**config.mk**
```make
export PLATFORM = sky130hd
export DESIGN_NAME = mem_arbiter_flat
export DESIGN_NICKNAME = d
export VERILOG_FILES = /design/src/rtl/mem_arbiter_if.sv /design/src/rtl/mem_arbiter.sv /design/src/flat_wrapper.sv
export SDC_FILE = /design/constraint.sdc
export NUM_CORES = 1
export LEC_CHECK = 0
export BUFFER_PORTS_ARGS = -buffer_cell sky130_fd_sc_hd__clkbuf_2
export CORE_UTILIZATION = 35
export DETAILED_ROUTE_END_ITERATION = 7
export PLACE_DENSITY = 0.66
export SLEW_MARGIN = 30
export SYNTH_ARGS = -nofsm -noshare
export SYNTH_HDL_FRONTEND = slang
export SYNTH_SLANG_ARGS = --single-unit
```
**constraint.sdc**
```tcl
create_clock -name clk -period 2.2 [get_ports clk]
set_clock_uncertainty 0.2 [all_clocks]
set_input_delay 0.44 -clock clk [delete_from_list [all_inputs] [get_ports clk]]
set_output_delay 0.44 -clock clk [all_outputs]
set_load 0.02 [all_outputs]
```
**src/rtl/mem_arbiter_if.sv**
```systemverilog
// mem_arbiter_if: bundles the two requester ports and the data-memory bus
// seen by mem_arbiter.
//   slave  modport : arbiter view (requests + mem_rData in; grants, dones,
//                    read data, busy and memory strobes out)
//   master modport : environment view (requesters and the memory itself)
// Requester signals : req*, rw*, addr*, wdata* -> gnt*, done*, rdata*
// Memory signals    : mem_enable, mem_rw, mem_add, mem_wData -> mem_rData
interface mem_arbiter_if #(
  parameter int ADDR_W = 10,
  parameter int DATA_W = 32
);
  logic              req0;
  logic              req1;
  logic              rw0;
  logic              rw1;
  logic [ADDR_W-1:0] addr0;
  logic [ADDR_W-1:0] addr1;
  logic [DATA_W-1:0] wdata0;
  logic [DATA_W-1:0] wdata1;
  logic              gnt0;
  logic              gnt1;
  logic              done0;
  logic              done1;
  logic [DATA_W-1:0] rdata0;
  logic [DATA_W-1:0] rdata1;
  logic              busy;
  logic              mem_enable;
  logic              mem_rw;
  logic [ADDR_W-1:0] mem_add;
  logic [DATA_W-1:0] mem_wData;
  logic [DATA_W-1:0] mem_rData;

  modport slave (
    input  req0, req1, rw0, rw1, addr0, addr1, wdata0, wdata1, mem_rData,
    output gnt0, gnt1, done0, done1, rdata0, rdata1, busy,
           mem_enable, mem_rw, mem_add, mem_wData
  );

  modport master (
    output req0, req1, rw0, rw1, addr0, addr1, wdata0, wdata1, mem_rData,
    input  gnt0, gnt1, done0, done1, rdata0, rdata1, busy,
           mem_enable, mem_rw, mem_add, mem_wData
  );
endinterface

```
**src/rtl/mem_arbiter.sv**
```systemverilog
// mem_arbiter: round-robin arbiter sharing one single-port data memory
// between port 0 (control unit) and port 1 (loader/DMA master).
// Each access: IDLE (request sampled) -> ACCESS (gnt + mem_enable, one
// cycle) -> WAIT (MEM_LAT cycles) -> back to IDLE with the done pulse.
// Ports:
//   clk   : system clock, rising edge
//   reset : synchronous active-high reset
//   bus   : mem_arbiter_if.slave (requester handshakes and memory bus)
// All outputs are registered.
module mem_arbiter #(
  parameter int ADDR_W  = 10,
  parameter int DATA_W  = 32,
  parameter int MEM_LAT = 1     // 1..15
) (
  input  logic         clk,
  input  logic         reset,
  mem_arbiter_if.slave bus
);

  localparam logic [1:0] IDLE   = 2'd0;
  localparam logic [1:0] ACCESS = 2'd1;
  localparam logic [1:0] WAIT   = 2'd2;

  localparam logic [3:0] LAT_M1 = 4'(MEM_LAT - 1);

  logic [1:0]        r_state;
  logic              r_last;     // port granted last; loser of the next tie
  logic              r_sel;      // port owning the current access
  logic [3:0]        r_cnt;
  logic              r_gnt0;
  logic              r_gnt1;
  logic              r_done0;
  logic              r_done1;
  logic [DATA_W-1:0] r_rdata0;
  logic [DATA_W-1:0] r_rdata1;
  logic              r_busy;
  logic              r_mem_enable;
  logic              r_mem_rw;   // also remembers read/write through WAIT
  logic [ADDR_W-1:0] r_mem_add;
  logic [DATA_W-1:0] r_mem_wData;

  logic              w_any;
  logic              w_pick;

  always_comb begin
    w_any  = bus.req0 | bus.req1;
    // Tie goes to the port that was not granted last; otherwise the lone requester.
    w_pick = (bus.req0 && bus.req1) ? ~r_last : bus.req1;
  end

  always_ff @(posedge clk) begin
    if (reset) begin
      r_state      <= IDLE;
      r_last       <= 1'b1;
      r_sel        <= 1'b0;
      r_cnt        <= '0;
      r_gnt0       <= 1'b0;
      r_gnt1       <= 1'b0;
      r_done0      <= 1'b0;
      r_done1      <= 1'b0;
      r_rdata0     <= '0;
      r_rdata1     <= '0;
      r_busy       <= 1'b0;
      r_mem_enable <= 1'b0;
      r_mem_rw     <= 1'b0;
      r_mem_add    <= '0;
      r_mem_wData  <= '0;
    end else begin
      // Pulses default low; each is raised for exactly one cycle below.
      r_gnt0       <= 1'b0;
      r_gnt1       <= 1'b0;
      r_done0      <= 1'b0;
      r_done1      <= 1'b0;
      r_mem_enable <= 1'b0;
      case (r_state)
        IDLE: begin
          if (w_any) begin
            r_sel        <= w_pick;
            r_mem_rw     <= w_pick ? bus.rw1    : bus.rw0;
            r_mem_add    <= w_pick ? bus.addr1  : bus.addr0;
            r_mem_wData  <= w_pick ? bus.wdata1 : bus.wdata0;
            r_mem_enable <= 1'b1;
            r_gnt0       <= ~w_pick;
            r_gnt1       <= w_pick;
            r_busy       <= 1'b1;
            r_state      <= ACCESS;
          end
        end
        ACCESS: begin
          r_cnt   <= LAT_M1;
          r_state <= WAIT;
        end
        WAIT: begin
          if (r_cnt != '0) begin
            r_cnt <= r_cnt - 4'd1;
          end else begin
            if (!r_mem_rw) begin
              if (r_sel) r_rdata1 <= bus.mem_rData;
              else       r_rdata0 <= bus.mem_rData;
            end
            r_done0 <= ~r_sel;
            r_done1 <= r_sel;
            r_last  <= r_sel;
            r_busy  <= 1'b0;
            r_state <= IDLE;
          end
        end
        default: begin
          r_busy  <= 1'b0;
          r_state <= IDLE;
        end
      endcase
    end
  end

  assign bus.gnt0       = r_gnt0;
  assign bus.gnt1       = r_gnt1;
  assign bus.done0      = r_done0;
  assign bus.done1      = r_done1;
  assign bus.rdata0     = r_rdata0;
  assign bus.rdata1     = r_rdata1;
  assign bus.busy       = r_busy;
  assign bus.mem_enable = r_mem_enable;
  assign bus.mem_rw     = r_mem_rw;
  assign bus.mem_add    = r_mem_add;
  assign bus.mem_wData  = r_mem_wData;

endmodule

```
**src/flat_wrapper.sv**
```systemverilog
// flat-port wrapper written by rule: the top's interface ports become plain ports
module mem_arbiter_flat 
#(
  parameter int ADDR_W  = 10,
  parameter int DATA_W  = 32,
  parameter int MEM_LAT = 1             
)
  (clk, reset, bus_req0, bus_req1, bus_rw0, bus_rw1, bus_addr0, bus_addr1, bus_wdata0, bus_wdata1, bus_mem_rData, bus_gnt0, bus_gnt1, bus_done0, bus_done1, bus_rdata0, bus_rdata1, bus_busy, bus_mem_enable, bus_mem_rw, bus_mem_add, bus_mem_wData);
  mem_arbiter_if #(.ADDR_W(ADDR_W), .DATA_W(DATA_W)) bus_i ();
  input  logic clk;
  input  logic reset;
  input wire logic [$bits(bus_i.req0)-1:0] bus_req0;
  input wire logic [$bits(bus_i.req1)-1:0] bus_req1;
  input wire logic [$bits(bus_i.rw0)-1:0] bus_rw0;
  input wire logic [$bits(bus_i.rw1)-1:0] bus_rw1;
  input wire logic [$bits(bus_i.addr0)-1:0] bus_addr0;
  input wire logic [$bits(bus_i.addr1)-1:0] bus_addr1;
  input wire logic [$bits(bus_i.wdata0)-1:0] bus_wdata0;
  input wire logic [$bits(bus_i.wdata1)-1:0] bus_wdata1;
  input wire logic [$bits(bus_i.mem_rData)-1:0] bus_mem_rData;
  output wire logic [$bits(bus_i.gnt0)-1:0] bus_gnt0;
  output wire logic [$bits(bus_i.gnt1)-1:0] bus_gnt1;
  output wire logic [$bits(bus_i.done0)-1:0] bus_done0;
  output wire logic [$bits(bus_i.done1)-1:0] bus_done1;
  output wire logic [$bits(bus_i.rdata0)-1:0] bus_rdata0;
  output wire logic [$bits(bus_i.rdata1)-1:0] bus_rdata1;
  output wire logic [$bits(bus_i.busy)-1:0] bus_busy;
  output wire logic [$bits(bus_i.mem_enable)-1:0] bus_mem_enable;
  output wire logic [$bits(bus_i.mem_rw)-1:0] bus_mem_rw;
  output wire logic [$bits(bus_i.mem_add)-1:0] bus_mem_add;
  output wire logic [$bits(bus_i.mem_wData)-1:0] bus_mem_wData;
  assign bus_i.req0 = bus_req0;
  assign bus_i.req1 = bus_req1;
  assign bus_i.rw0 = bus_rw0;
  assign bus_i.rw1 = bus_rw1;
  assign bus_i.addr0 = bus_addr0;
  assign bus_i.addr1 = bus_addr1;
  assign bus_i.wdata0 = bus_wdata0;
  assign bus_i.wdata1 = bus_wdata1;
  assign bus_i.mem_rData = bus_mem_rData;
  assign bus_gnt0 = bus_i.gnt0;
  assign bus_gnt1 = bus_i.gnt1;
  assign bus_done0 = bus_i.done0;
  assign bus_done1 = bus_i.done1;
  assign bus_rdata0 = bus_i.rdata0;
  assign bus_rdata1 = bus_i.rdata1;
  assign bus_busy = bus_i.busy;
  assign bus_mem_enable = bus_i.mem_enable;
  assign bus_mem_rw = bus_i.mem_rw;
  assign bus_mem_add = bus_i.mem_add;
  assign bus_mem_wData = bus_i.mem_wData;
  mem_arbiter #(.ADDR_W(ADDR_W), .DATA_W(DATA_W), .MEM_LAT(MEM_LAT)) u_core (.clk(clk), .reset(reset), .bus(bus_i));
endmodule
```
==> run metrics <==
clock sink count=121; family with the most delay on the worst path=simple AND/OR/NAND/NOR gates; fraction of power spent switching nets=0.275; worst max-slew margin expressed relative to the limit=0.577; power density of the placed cells=850 nW/um2; Max Used Layer=met4; drt wl/cell=14.6 um; top-level I/O count=235; Synth top area share=0.470; Final Total Pwr=6.06 mW; worst hold path type=in -> reg; number of enable-type register cells in the synthesized netlist=0; synth cell count leaders=sky130_fd_sc_hd__dfxtp_1, sky130_fd_sc_hd__nand2_1, sky130_fd_sc_hd__a21oi_1; post-layout min period=2010 ps; number of cells produced by synthesis=600; length of routed met2 wiring=6.56 mm; largest stage delay on the critical path=710 ps; fraction of layout cells with a size suffix above 1=0.358; worst path arrival time=2080 ps; number of buffers inserted by port buffering=234; slowest library cell on the worst path=sky130_fd_sc_hd__or4_4; global-route usage over all layers=0.192; final worst-path cycle share=0.916; Primary FF master, synth=sky130_fd_sc_hd__dfxtp_1; HPWL after detailed placement=10.0 mm; routed via count=5131; maximum vdd ir drop=0.436 mV; cell chosen for the clock root=sky130_fd_sc_hd__clkbuf_16; number of standard-cell rows in the floorplan=44; starting utilization of the core area=0.356; reg2reg setup slack=190 ps; worst-case hold slack=72.1 ps; maximum frequency from static timing analysis=496 MHz; count of cell types in the netlist=37; Synthesized Nets=724; via count of the first global-routing pass=4607; antenna violations before repair=0; number of setup buffers added after CTS=0; cell area after synthesis=5160 um2; critical path start-end classification=reg -> reg; count leader, synth=sky130_fd_sc_hd__dfxtp_1; post-synthesis sequential area ratio=0.470; Power Internal=4.39 mW; maximum number of pins on one net before global-route repair=69; Leakage=3.30 nW; drt first-iter violations=288; detailed-route wire length on metal 1=6.76 mm; number of antenna repair diodes=0; final number of hold-violating endpoints=0; clock share of power=0.432; status=complete, no violations; ordered list of cells on the worst path=inv_1, ha_1, nand4bb_1, or4_4, mux2i_1; register bit total from synthesis=121; net total in the final layout=938; cell type contributing the most total cell area after synthesis=sky130_fd_sc_hd__dfxtp_1; critical-path maximum fanout=28; Placed Cells incl. Taps=979; total routed wirelength=14.8 mm; unrepaired setup endpoints after global routing=false; Std-Cell Core Area=14500 um2; full die area=15200 um2; count of filler cells inserted in the layout=1412; number of synthesis warnings=0; Least-Margin Pin Slew=634 ps; count of maximum capacitance violations=0; share of total power in sequential cells=0.399; minimum setup slack after placement=185 ps; final-report setup violation count=0; Final Max Tran Viols=0; Antenna Violating Nets Remaining=0; power spent charging and discharging nets=1.67 mW; Syn-to-layout area delta=38.2%; worst setup slack after layout=186 ps; vertical die dimension=123 um; clock transition at the register clock pins on the worst setup and hold paths after CTS=60 ps; clock tree from TritonCTS=built; Post-CTS Hold Fix Bufs=0; Worst EP required=2270 ps; WL met3=1.38 mm; gpl congestion=0.758; wire length of the first global-routing pass=22.7 mm; source-to-sink clock delay at the later pin of the worst-skew pair=400 ps; fraction of registers with async set or reset after synthesis=0; per-cell via count in the routed design=5.08; total negative slack for setup checks=0 ps; # H-tree levels=4; part of the total power dissipated in combinational logic=0.169; die span in x=123 um; critical path capture point type=flop; Bufs and invs on worst path=1; number of buffers inserted during clock tree synthesis=17; top area cells in the synthesized netlist=sky130_fd_sc_hd__dfxtp_1, sky130_fd_sc_hd__nand2b_1, sky130_fd_sc_hd__a21oi_1; Syn Area/Cell=8.60 um2; drt first pass iters=5; remaining global-route overflow=0; DRC violation count after routing=0; Clock Path Buffers=2; CTS resizes=0; fin cells=1010; Critical Path Start Type=flop
## cells in the final DEF, fill, tap and decap left out, types with 5 or more instances in the layout
cell / Yosys / layout
sky130_fd_sc_hd__a21oi_1: 78 / 78
sky130_fd_sc_hd__a311oi_1: 43 / 43
sky130_fd_sc_hd__buf_12: 0 / 5
sky130_fd_sc_hd__buf_4: 0 / 17
sky130_fd_sc_hd__clkbuf_16: 0 / 17
sky130_fd_sc_hd__clkbuf_2: 0 / 233
sky130_fd_sc_hd__clkinv_2: 0 / 5
sky130_fd_sc_hd__dfxtp_1: 121 / 121
sky130_fd_sc_hd__mux2i_1: 32 / 32
sky130_fd_sc_hd__nand2_1: 89 / 89
sky130_fd_sc_hd__nand2b_1: 66 / 66
sky130_fd_sc_hd__nand3_1: 33 / 33
sky130_fd_sc_hd__nor2_1: 6 / 5
sky130_fd_sc_hd__nor2b_1: 5 / 5
sky130_fd_sc_hd__o21ai_0: 34 / 34
## logic make-up (layout without fill, tap and decap cells)
family | after synthesis | in the layout | share of synthesized area
compound gates | 165 | 165 | 0.198
fa+ha+maj | 2 | 2 | 0.00485
buf+inv | 64 | 290 | 0.0514
flops | 121 | 121 | 0.470
mux | 34 | 34 | 0.0665
simple gates | 214 | 214 | 0.210
## final cells by class
type | instances | area, um2 | area share
Clock inverter | 8 | 70.1 | 0.00983
Tap cell | 184 | 230 | 0.0323
Multi-Input combinational cell | 415 | 2510 | 0.352
Inverter | 4 | 15.0 | 0.00211
Sequential cell | 121 | 2420 | 0.340
Timing Repair Buffer | 255 | 1390 | 0.196
Clock buffer | 23 | 488 | 0.0684
## per-layer routing
layer | up-vias | GRT usage
met1 | 2365 | 0.246
li1 | 2545 | -
met5 | - | 0
met2 | 215 | 0.293
met3 | 6 | 0.0812
met4 | 0 | 0.0565
## flip-flops by register name, summed over array words and instances (netlist names)
register               count
u_core.bus.mem_wData      32
u_core.bus.rdata1         32
u_core.bus.gnt1            1
u_core.bus.mem_enable      1
u_core.bus.done0           1
u_core.r_cnt               4
u_core.bus.mem_rw          1
u_core.bus.done1           1
u_core.bus.gnt0            1
u_core.r_state             2
u_core.r_last              1
u_core.bus.mem_add        10
u_core.r_sel               1
u_core.bus.busy            1
u_core.bus.rdata0         32
## tightest hold or removal path: stages
cell	delay (ps)
sky130_fd_sc_hd__clkbuf_2	80
sky130_fd_sc_hd__nand2_1	40
sky130_fd_sc_hd__a311oi_1	70
## final timing paths
kind | start | end | cells after the start
max | u_core.r_cnt[0]$_SDFFE_PP0P_ | u_core.bus.rdata0[16]$_SDFFE_PP0P_ | 5
min | bus_addr0[5] | u_core.bus.mem_add[5]$_SDFFE_PP0P_ | 3
max reg2reg | u_core.r_cnt[0]$_SDFFE_PP0P_ | u_core.bus.rdata0[16]$_SDFFE_PP0P_ | 5
min reg2reg | u_core.bus.rdata0[17]$_SDFFE_PP0P_ | u_core.bus.rdata0[17]$_SDFFE_PP0P_ | 2
## through the flow
| step | cell area (um2) | util |
|---|---|---|
| 4_1_cts | 7130 | 0.492 |
| 6_report | 7130 | 0.492 |
| 5_1_grt | 7130 | 0.492 |
| 2_1_floorplan | 5160 | - |
| 3_5_place_dp | 6570 | 0.454 |
| 3_3_place_gp | 6570 | 0.454 |
## power groups by stage
stage	combinational [mW]	clock, mW	sequential [mW]
global route	1.12	2.79	2.44
floorplan	0.458	0	2.62
detailed placement	1.03	0	2.46
finish	1.02	2.62	2.42
CTS	1.03	2.68	2.42
global placement	1.03	0	2.46
Power figures use the tool's default switching activity.
